==> src/rtl/dot_matrix_pkg.sv <==
// Shared types and helpers for the dot-matrix display path.
// Used by both the pattern generator and the row scan driver.
package dot_matrix_pkg;

    localparam int ROWS_DEF = 4;
    localparam int COLS_DEF = 4;

    typedef enum logic [1:0] {
        S_IDLE,
        S_BLANK,
        S_DRIVE
    } scan_state_e;

    function automatic int pix_idx(input int r, input int c);
        return r * COLS_DEF + c;
    endfunction

endpackage

==> src/rtl/dot_matrix_slot_timer.sv <==
// Row slot timer: cycle counter within a slot plus the current row.
// Counters sit at zero whenever run is low.
module dot_matrix_slot_timer #(
    parameter int ROWS  = 4,
    parameter int DIV   = 1000,
    parameter int BLANK = 8,
    localparam int RW   = $clog2(ROWS),
    localparam int CW   = $clog2(DIV)
) (
    input  logic          clk,
    input  logic          rst,
    input  logic          run,
    output logic          blank,
    output logic          slot_end,
    output logic          frame_end,
    output logic [RW-1:0] row_idx
);

    logic [CW-1:0] cnt_q, cnt_d;
    logic [RW-1:0] row_q, row_d;

    assign blank     = int'(cnt_q) < BLANK;
    assign slot_end  = cnt_q == CW'(DIV - 1);
    assign frame_end = slot_end && (row_q == RW'(ROWS - 1));
    assign row_idx   = row_q;

    always_comb begin
        cnt_d = cnt_q;
        row_d = row_q;
        if (!run) begin
            cnt_d = '0;
            row_d = '0;
        end else if (slot_end) begin
            cnt_d = '0;
            row_d = (row_q == RW'(ROWS - 1)) ? '0 : row_q + 1'b1;
        end else begin
            cnt_d = cnt_q + 1'b1;
        end
    end

    always_ff @(posedge clk) begin
        if (rst) begin
            cnt_q <= '0;
            row_q <= '0;
        end else begin
            cnt_q <= cnt_d;
            row_q <= row_d;
        end
    end

endmodule

==> src/rtl/dot_matrix_scan.sv <==
// Row-multiplexed LED scan driver with a double-buffered frame
// and per-slot blanking; frames swap only at frame boundaries.
module dot_matrix_scan
    import dot_matrix_pkg::*;
#(
    parameter int ROWS  = ROWS_DEF,
    parameter int COLS  = COLS_DEF,
    parameter int DIV   = 1000,
    parameter int BLANK = 8,
    localparam int N    = ROWS * COLS,
    localparam int RW   = $clog2(ROWS),
    localparam int IW   = $clog2(N)
) (
    input  logic            clk,
    input  logic            rst,
    input  logic            en,
    input  logic [N-1:0]    frame_in,
    input  logic            frame_valid,
    output logic            frame_ready,
    output logic [ROWS-1:0] row_sel,
    output logic [COLS-1:0] col_data,
    output logic [RW-1:0]   row_idx,
    output logic            frame_start
);

    logic        active_q, active_d;
    logic        pend_full_q, pend_full_d;
    logic        frame_start_q, frame_start_d;
    logic [N-1:0] disp_q, disp_d;
    logic [N-1:0] pend_q, pend_d;

    logic        blank, slot_end, frame_end;
    logic        acc, swap;
    logic [IW-1:0] idx;
    scan_state_e state;

    dot_matrix_slot_timer #(
        .ROWS (ROWS),
        .DIV  (DIV),
        .BLANK(BLANK)
    ) u_timer (
        .clk      (clk),
        .rst      (rst),
        .run      (en && active_q),
        .blank    (blank),
        .slot_end (slot_end),
        .frame_end(frame_end),
        .row_idx  (row_idx)
    );

    assign state = !active_q ? S_IDLE :
                   blank     ? S_BLANK : S_DRIVE;

    assign frame_ready = !pend_full_q;
    assign frame_start = frame_start_q;

    // Swapping while idle lets a frame loaded before enable show at once.
    assign acc  = frame_valid && !pend_full_q;
    assign swap = pend_full_q && (!active_q || frame_end);

    always_comb begin
        row_sel  = '0;
        col_data = '0;
        idx      = '0;
        if (state == S_DRIVE) begin
            row_sel[row_idx] = 1'b1;
            for (int c = 0; c < COLS; c++) begin
                idx         = IW'(pix_idx(int'(row_idx), c));
                col_data[c] = disp_q[idx];
            end
        end
    end

    always_comb begin
        disp_d      = disp_q;
        pend_d      = pend_q;
        pend_full_d = pend_full_q;
        if (swap) begin
            disp_d      = pend_q;
            pend_full_d = 1'b0;
        end else if (acc) begin
            pend_d      = frame_in;
            pend_full_d = 1'b1;
        end
        active_d      = en;
        frame_start_d = en && (!active_q ||
                        (slot_end && row_idx == RW'(ROWS - 1)));
    end

    always_ff @(posedge clk) begin
        if (rst) begin
            active_q      <= 1'b0;
            pend_full_q   <= 1'b0;
            frame_start_q <= 1'b0;
            disp_q        <= '0;
            pend_q        <= '0;
        end else begin
            active_q      <= active_d;
            pend_full_q   <= pend_full_d;
            frame_start_q <= frame_start_d;
            disp_q        <= disp_d;
            pend_q        <= pend_d;
        end
    end

endmodule

==> config.mk <==
export PLATFORM = sky130hd
export DESIGN_NAME = dot_matrix_scan
export DESIGN_NICKNAME = d
export VERILOG_FILES = /design/src/rtl/dot_matrix_pkg.sv /design/src/rtl/dot_matrix_slot_timer.sv /design/src/rtl/dot_matrix_scan.sv
export SDC_FILE = /design/constraint.sdc
export NUM_CORES = 1
export LEC_CHECK = 0
export BUFFER_PORTS_ARGS = -buffer_cell sky130_fd_sc_hd__clkbuf_2
export CAP_MARGIN = 10
export CORE_ASPECT_RATIO = 1.4
export CORE_UTILIZATION = 40
export DETAILED_ROUTE_END_ITERATION = 12
export PLACE_DENSITY = 0.56
export RECOVER_POWER = 100
export SETUP_SLACK_MARGIN = 0.15
export SLEW_MARGIN = 15
export SYNTH_ARGS = -nofsm -noshare
export SYNTH_HDL_FRONTEND = slang
export SYNTH_SLANG_ARGS = --single-unit
==> constraint.sdc <==
create_clock -name clk -period 2.8 [get_ports clk]
set_input_delay 0.14 -clock clk [delete_from_list [all_inputs] [get_ports clk]]
set_output_delay 0.14 -clock clk [all_outputs]
set_load 0.005 [all_outputs]
==> results of run 1 <==
[worst reg2reg max path, cell delays in order (launching register included)]
cell	delay, ns
dfxtp_1	0.45
ha_1	0.29
nand2_1	0.09
o31ai_1	0.08
a21oi_1	0.95
a22o_1	0.25
[synth_stat cells (2+ instances only)]
master	count	area, um2
and2_1	9	56.30
nor2b_1	2	12.51
and3_1	3	18.77
dfxtp_1	47	940.9
nor2_1	13	48.80
nor3_1	3	15.01
xor2_1	2	17.52
xnor2_1	6	52.55
inv_1	5	18.77
mux4_2	4	90.09
nand2_1	38	142.6
a21oi_1	19	95.09
clkbuf_1	6	22.52
or3_1	2	12.51
a22o_1	16	140.1
ha_1	5	62.56
nand3_1	3	15.01
[layout make-up]
cell class                 count  area [um2]
multi-input combinational    133       859.6
clock buffer                   6       82.58
inverter                       5       18.77
tap                           62       77.57
timing repair buffer          32       157.7
fill                         495        2357
clock inverter                 1       5.005
sequential                    47       940.9
[path summary, 6_finish.rpt]
path | startpoint | slack [ns] | cells past startpoint | endpoint
worst max-delay path | u_timer.row_idx[0]$_SDFFE_PP0P_ | 0.65 | 5 | disp_q[4]$_SDFFE_PP0P_
worst min-delay path | frame_in[1] | 0.06 | 3 | pend_q[1]$_SDFFE_PP0P_
worst max register to register | u_timer.row_idx[0]$_SDFFE_PP0P_ | 0.65 | 5 | disp_q[4]$_SDFFE_PP0P_
worst min register to register | u_timer.cnt_q[0]$_SDFF_PP0_ | 0.45 | 1 | u_timer.cnt_q[0]$_SDFF_PP0_
[power by group]
part / total (W) / switching, W / internal (W) / leakage [nW]
sequential: 0.000701 / 0.0000119 / 0.000689 / 0.382
clock: 0.000404 / 0.000211 / 0.000194 / 0.0470
combinational: 0.0000691 / 0.0000401 / 0.0000290 / 0.410
total: 0.00117 / 0.000263 / 0.000911 / 0.839
[logic make-up after synthesis]
family / Yosys count / share of synthesized area
multiplexers: 5 / 0.05387
flip-flops: 47 / 0.5064
buffers and inverters: 13 / 0.03097
AO/OA/AOI/OAI: 38 / 0.1394
AND/OR/NAND/NOR: 77 / 0.1980
XOR/XNOR: 8 / 0.03771
adder cells (fa/ha/maj): 5 / 0.03367
[registers in the layout (all words and copies together) (netlist names)]
name and count:
disp_q 16, pend_q 16, u_timer.cnt_q 10, u_timer.row_idx 2, active_q 1, frame_start 1, pend_full_q 1
[per-stage QoR]
stage               hold WS [ns]  power [W]    util  setup slack (ns)  cells
floorplan                 0.2760  0.0007600       -             1.184    193
global placement          0.3657  0.0007862  0.4577            0.6439    279
detailed placement        0.3682  0.0007874  0.4577            0.6039    279
CTS                      0.04609   0.001191  0.4772            0.5926    286
global route             0.04972   0.001230  0.4761            0.4470    286
finish                   0.05551   0.001174  0.4761            0.6464    286
[metal layers]
layer / GRT usage / routed length, um
met5: 0 / 0
met2: 0.2775 / 1695
met4: 0.08372 / 72
met1: 0.1947 / 1612
met3: 0.04206 / 155
==> results.cfg, run 1 <==
[worst_setup_path]
path_cells = ha_1, nand2_1, o31ai_1, a21oi_1, a22o_1
worstSetupStartpointType = register
crit_arrival_ns = 2.39
required_ns = 3.04
crit_path_end_kind = register
critPathKind = register to register
cp_num_buf_inv = 0
crit_family = compound AO/OA/AOI/OAI gates
crit_fanout = 16
cpPeakStageDelay_ns = 0.95
critical_path.slowest_cell = a21oi_1

[global_routing]
antenna_found_initial = 0
overflow = 0
grt_usage = 0.1660
grt_pass1_wl_mm = 5.968
grt_max_degree = 21
first_global_vias = 1287

[clock_network]
cts.sinks = 47
cts_hold_buf = 0
ctsResizeCount = 0
cts_setup_buffers = 0
cts_made_buffers = 5
tritoncts = yes
cts.clk_slew.worst_paths_ns = 0.08
h-tree-depth = 2
clk_path_buf_depth = 2
clock-root-buffer = clkbuf_8
clock_latency_ns = 0.30

[die]
pin_count = 32
rows = 29
dieHeight_um = 82.64
core_mm2 = 0.004499
dieArea_mm2 = 0.004925
start_util = 0.4130
die_w_um = 59.60

[synth]
ys_ff_latch = 47
synth_nets = 218
async_flop_share = 0
synth-edff-count = 0
seq_area_frac_synth = 0.5064
syn-instance-count = 193
yosysWarnings = 0
ys_types = 27
yosys_most_used_dff = dfxtp_1
netlist_area_mm2 = 0.001858
syn_avg_cell_area_um2 = 9.627

[cells_and_area]
nets = 249
diodes = 0
syn_to_final_growth_pct = 15.29
final_common_cell = dfxtp_1
final_area_mm2 = 0.002142
drive_gt1_frac = 0.1830
final_cell_mix = 47 x dfxtp_1, 38 x nand2_1, 27 x clkbuf_2

[route]
drt_pass1_iterations = 4
route.detailed.drc = 0
via_count = 1365
via_per_inst = 4.773
drt_iter0_markers = 50
wl_per_cell_um = 12.36
ant_nets = 0
wirelength_mm = 3.535

[timing]
final-max-slew-violation-count = 0
skew_ns = 0.004058
worst_pin_slew_ns = 1.203
fin_crit_sh = 0.7691
tns_ns = 0
setup_viol = 0
max_clock_freq_mhz = 464.3
min_period_ns = 2.154
maxSlewHeadroom = 0.1980
hold_violations = 0
rsz0062_at_grt = no

[power]
p_leak_nw = 0.8392
power_density_mw_per_mm2 = 548.1
ir_drop_mv = 0.3245

[run]
drv_cap = 0

[min_path]
hp-class = input port to register

[placed_design]
dp_hpwl_mm = 2.620
placed_cell_area_mm2 = 0.002059
gp_congestion = 0.7378
io_buffers = 31

[run_status]
status = completed
Power figures use the tool's default switching activity.
==> inputs of run 2 (changes only) <==
==> constraint.sdc (replaced) <==
create_clock -name clk -period 2.2 [get_ports clk]
set_input_delay 0.11 -clock clk [delete_from_list [all_inputs] [get_ports clk]]
set_output_delay 0.11 -clock clk [all_outputs]
set_load 0.005 [all_outputs]
==> run 2 against run 1 <==
Worst setup slack got worse by 0.27 ns. Critical path type unchanged. Critical endpoint is now disp_q[0]$_SDFFE_PP0P_. Routed wire length fell by 0.59%. Highest routed layer unchanged. Cell area rose by 1.3%. Clock power rose by 19%. Critical path depth did not move. Maximum frequency rose by 18%. Via count rose by 3.7%. Power rose by 24%. Sequential power rose by 27%. Sequential cell count did not move.
==> results.cfg, run 2 (synthesized netlist as in run 1, its figures left out) <==
[timing]
max_clock_freq_mhz = 549.7
fin_crit_sh = 0.8268
skew_ns = 0.003277
maxSlewHeadroom = 0.4053
rsz0062_at_grt = no
min_period_ns = 1.819
setup_viol = 0
final-max-slew-violation-count = 0
whs_ns = 0.03392
worst_pin_slew_ns = 0.8921
tns_ns = 0
hold_violations = 0

[min_path]
holdCritStartpoint = frame_in[2]
whs_path_depth = 3
hold_end = pend_q[2]$_SDFFE_PP0P_
hp-class = input port to register

[power]
switchingPower_w = 0.0003233
power.internal_w = 0.001137
power_density_mw_per_mm2 = 672.6
comb_power_share = 0.061
pwr-share-seq = 0.611
ir_drop_mv = 0.3419
power.switching_fraction = 0.2214
finalPower_w = 0.001460
p_leak_nw = 0.8577
pwr-share-clk = 0.328

[die]
core_mm2 = 0.004499
pin_count = 32
dieHeight_um = 82.64
rows = 29
dieArea_mm2 = 0.004925
start_util = 0.4130
die_w_um = 59.60

[worst_setup_path]
path_cells = ha_1, nand4bb_1, o31ai_1, a21oi_2, a22o_1
critical_path.slowest_cell = o31ai_1
r2r_setup_slack_ns = 0.38
crit_fanout = 16
reg2reg_to = disp_q[0]$_SDFFE_PP0P_
critPathKind = register to register
startpoint = u_timer.cnt_q[0]$_SDFF_PP0_
required_ns = 2.38
reg2reg_from = u_timer.cnt_q[0]$_SDFF_PP0_
worstSetupStartpointType = register
crit_path_end_kind = register
cpPeakStageDelay_ns = 0.44
crit_arrival_ns = 2.00
reg2reg_depth = 5

[clock_network]
cts_hold_buf = 0
cts.sinks = 47
ctsResizeCount = 0
cts_setup_buffers = 0
tritoncts = yes
clock_latency_ns = 0.28
cts_made_buffers = 5
cts.clk_slew.worst_paths_ns = 0.08
h-tree-depth = 2
clock-root-buffer = clkbuf_8
clk_path_buf_depth = 2

[global_routing]
gr-usage-met2 = 0.2775
use_met3 = 0.04206
antenna_found_initial = 0
first_global_vias = 1359
grt_max_degree = 20
grt_usage = 0.1637
grt_pass1_wl_mm = 5.996
met1_usage = 0.1917
overflow = 0
busiest_layer = met2

[cells_and_area]
reg.largest.list = disp_q (16), pend_q (16), u_timer.cnt_q (10)
syn_to_final_growth_pct = 16.83
nFillCells = 483
nets = 255
finish.utilization = 0.4825
final_cells = 293
final_common_cell = dfxtp_1
final_cell_mix = 47 x dfxtp_1, 38 x nand2_1, 28 x clkbuf_2
drive_gt1_frac = 0.1905
diodes = 0

[route]
via_per_inst = 4.833
drt_pass1_iterations = 4
wl_per_cell_um = 11.99
via_count = 1416
drt_iter0_markers = 43
wirelength_mm = 3.514
ant_nets = 0
route.detailed.drc = 0

[placed_design]
gp_congestion = 0.8083
io_buffers = 31
dp_hpwl_mm = 2.658
dp_cells = 285

[run_status]
status = completed

[run]
drv_cap = 0
run 2: critical path, delay by kind of cell, from the launching register on:
kind | cells | cell delay (ns)
AO/OA/AOI/OAI | 3 | 0.96
adder cells (fa/ha/maj) | 1 | 0.21
flip-flops | 1 | 0.36
AND/OR/NAND/NOR | 1 | 0.18
run 2: layout make-up:
cell class              count  area [um2]  share of cell area
clock buffers               7       76.32             0.03516
flip-flops and latches     47       940.9              0.4334
multi-input cells         133       863.3              0.3977
clock inverters             1       5.005            0.002305
inverters                   5       18.77            0.008646
repair buffers             38       188.9             0.08703
well taps                  62       77.57             0.03573
run 2: metal layers:
layer / up-vias / wire, um
met4: 0 / 55
met1: 637 / 1581
li1: 736 / -
met3: 6 / 155
met5: - / 0
met2: 37 / 1722
run 2: power groups by stage:
stage / registers (W) / logic [W] / clock network (W)
after floorplan: 0.000907 / 0.0000603 / 0
after global placement: 0.000912 / 0.0000920 / 0
after detailed placement: 0.000912 / 0.0000931 / 0
after CTS: 0.000892 / 0.0000935 / 0.000502
after global routing: 0.000895 / 0.000103 / 0.000533
final: 0.000892 / 0.0000889 / 0.000479
run 2: stage by stage:
stage	area (um2)	setup slack, ns
after floorplan	1858	0.5840
after global placement	2105	0.1239
after detailed placement	2108	0.4547
after CTS	2190	0.4355
after global routing	2171	0.2425
final	2171	0.3810
run 2: how the worst max path moves through the flow:
| stage | end | cells after the start |
|---|---|---|
| after floorplan | disp_q[0]$_SDFFE_PP0P_ | 6 |
| after global placement | disp_q[10]$_SDFFE_PP0P_ | 5 |
| after detailed placement | disp_q[5]$_SDFFE_PP0P_ | 5 |
| after CTS | disp_q[14]$_SDFFE_PP0P_ | 5 |
| after global routing | row_sel[1] | 5 |
| final | disp_q[0]$_SDFFE_PP0P_ | 5 |
==> inputs of run 3 (changes only) <==
==> constraint.sdc (replaced) <==
create_clock -name clk -period 1.8 [get_ports clk]
set_input_delay 0.09 -clock clk [delete_from_list [all_inputs] [get_ports clk]]
set_output_delay 0.09 -clock clk [all_outputs]
set_load 0.005 [all_outputs]
==> run 3 against run 2 <==
Power increased by 25%. Critical path type is now register to output port. Register-to-register slack got worse by 0.21 ns. Critical path depth decreased by 1.
==> results.cfg, run 3 (synthesized netlist as in run 1, its figures left out) <==
[cells_and_area]
final_common_cell = dfxtp_1
final_cell_mix = 45 x dfxtp_1, 38 x nand2_1, 27 x clkbuf_2
nets = 266
reg.largest.list = disp_q (16), pend_q (16), u_timer.cnt_q (10)
diodes = 0
drive_gt1_frac = 0.3017
final_cells = 304
syn_to_final_growth_pct = 27.88

[route]
wirelength_mm = 3.636
via_per_inst = 4.783
drt_iter0_markers = 26
wl_per_cell_um = 11.96
route.detailed.drc = 0
via_count = 1454
drt_pass1_iterations = 4
ant_nets = 0

[power]
finalPower_w = 0.001819
power.switching_fraction = 0.2319
comb_power_share = 0.065
pwr-share-clk = 0.336
ir_drop_mv = 0.4656
power_density_mw_per_mm2 = 765.7
pwr-share-seq = 0.599
switchingPower_w = 0.0004218
power.internal_w = 0.001397
p_leak_nw = 0.9589

[worst_setup_path]
required_ns = 1.71
crit_arrival_ns = 1.58
r2r_setup_slack_ns = 0.17
critPathKind = register to output port
reg2reg_from = u_timer.cnt_q[0]$_SDFF_PP0_
reg2reg_to = u_timer.row_idx[0]$_SDFFE_PP0P_
worstSetupStartpointType = register
crit_path_end_kind = output port
reg2reg_depth = 5
crit_fanout = 7

[timing]
max_clock_freq_mhz = 598.4
setup_viol = 0
final-max-slew-violation-count = 0
hold_violations = 0
min_period_ns = 1.671
maxSlewHeadroom = 0.6651
tns_ns = 0
rsz0062_at_grt = yes
skew_ns = 0.005511
worst_pin_slew_ns = 0.5012
fin_crit_sh = 0.9284

[placed_design]
dp_cells = 290
gp_congestion = 0.7433
dp_hpwl_mm = 2.634
io_buffers = 31

[min_path]
hp-class = input port to register
whs_path_depth = 3
hold_end = pend_q[1]$_SDFFE_PP0P_
holdCritStartpoint = frame_in[1]

[clock_network]
clk_path_buf_depth = 2
cts.sinks = 47
clock-root-buffer = clkbuf_8
cts.clk_slew.worst_paths_ns = 0.09
tritoncts = yes
cts_made_buffers = 5
h-tree-depth = 2
clock_latency_ns = 0.29

[die]
dieArea_mm2 = 0.004925
dieHeight_um = 82.64
pin_count = 32
start_util = 0.4130
core_mm2 = 0.004499
die_w_um = 59.60
rows = 29

[global_routing]
grt_usage = 0.1655
overflow = 0
grt_pass1_wl_mm = 6.058
first_global_vias = 1337
antenna_found_initial = 0
grt_max_degree = 17

[run_status]
status = completed

[run]
drv_cap = 0
[run 3: final cells by class]
class / instances / area (um2)
multi-input combinational: 133 / 923.4
tap: 62 / 77.57
sequential: 47 / 943.4
timing repair buffer: 49 / 327.8
inverter: 5 / 18.77
fill: 451 / 2123
clock inverter: 2 / 12.51
clock buffer: 6 / 72.57
[run 3: power by group through the flow]
stage	Combinational [W]	Clock, W	Sequential, W
2_1_floorplan	0.0000737	0	0.00111
3_3_place_gp	0.000115	0	0.00111
3_5_place_dp	0.000116	0	0.00111
4_1_cts	0.000119	0.000624	0.00109
5_1_grt	0.000134	0.000674	0.00109
6_report	0.000119	0.000611	0.00109
[run 3: how the worst max path moves through the flow]
stage,end,startpoint,slack (ns),cells after the start
after CTS,u_timer.cnt_q[3]$_SDFF_PP0_,u_timer.cnt_q[0]$_SDFF_PP0_,0.14,5
after floorplan,disp_q[15]$_SDFFE_PP0P_,u_timer.row_idx[1]$_SDFFE_PP0P_,0.18,6
after detailed placement,u_timer.row_idx[0]$_SDFFE_PP0P_,u_timer.cnt_q[0]$_SDFF_PP0_,0.16,5
after global placement,u_timer.cnt_q[9]$_SDFF_PP0_,u_timer.cnt_q[0]$_SDFF_PP0_,0.18,5
final,col_data[3],u_timer.row_idx[0]$_SDFFE_PP0P_,0.13,4
after global routing,col_data[0],u_timer.row_idx[0]$_SDFFE_PP0P_,0.06,4
[run 3: routing by layer]
layer  global-route usage  routed length (um)  vias up
li1                     -                   -      757
met1               0.2037                1666      666
met2               0.2719                1792       26
met3              0.04673                 123        5
met4              0.06279                  53        0
met5                    0                   0        -
[run 3: timing repair]
item                                    4_1_cts  5_1_grt
endpoints found under the setup margin       10       33
pin swaps                                     4        7
hold buffers                                  1        1
buffers inserted                              2        2
hold endpoints to repair                      1        1
resized for setup                            10       22
[run 3: metrics by stage]
step	util	hold slack, ns	worst slack [ns]	area (um2)
2_1_floorplan	-	0.2260	0.1840	1858
3_3_place_gp	0.4761	0.3126	0.1775	2142
3_5_place_dp	0.4761	0.3190	0.1578	2142
4_1_cts	0.5078	0.002293	0.1444	2285
5_1_grt	0.5281	0.004998	0.05889	2376
6_report	0.5281	0.01025	0.1289	2376
[run 3: worst max-delay path, stage by stage (launching register included)]
cell      delay, ns
dfxtp_1        0.38
buf_8          0.15
mux4_2         0.50
and2_0         0.15
clkbuf_2       0.11
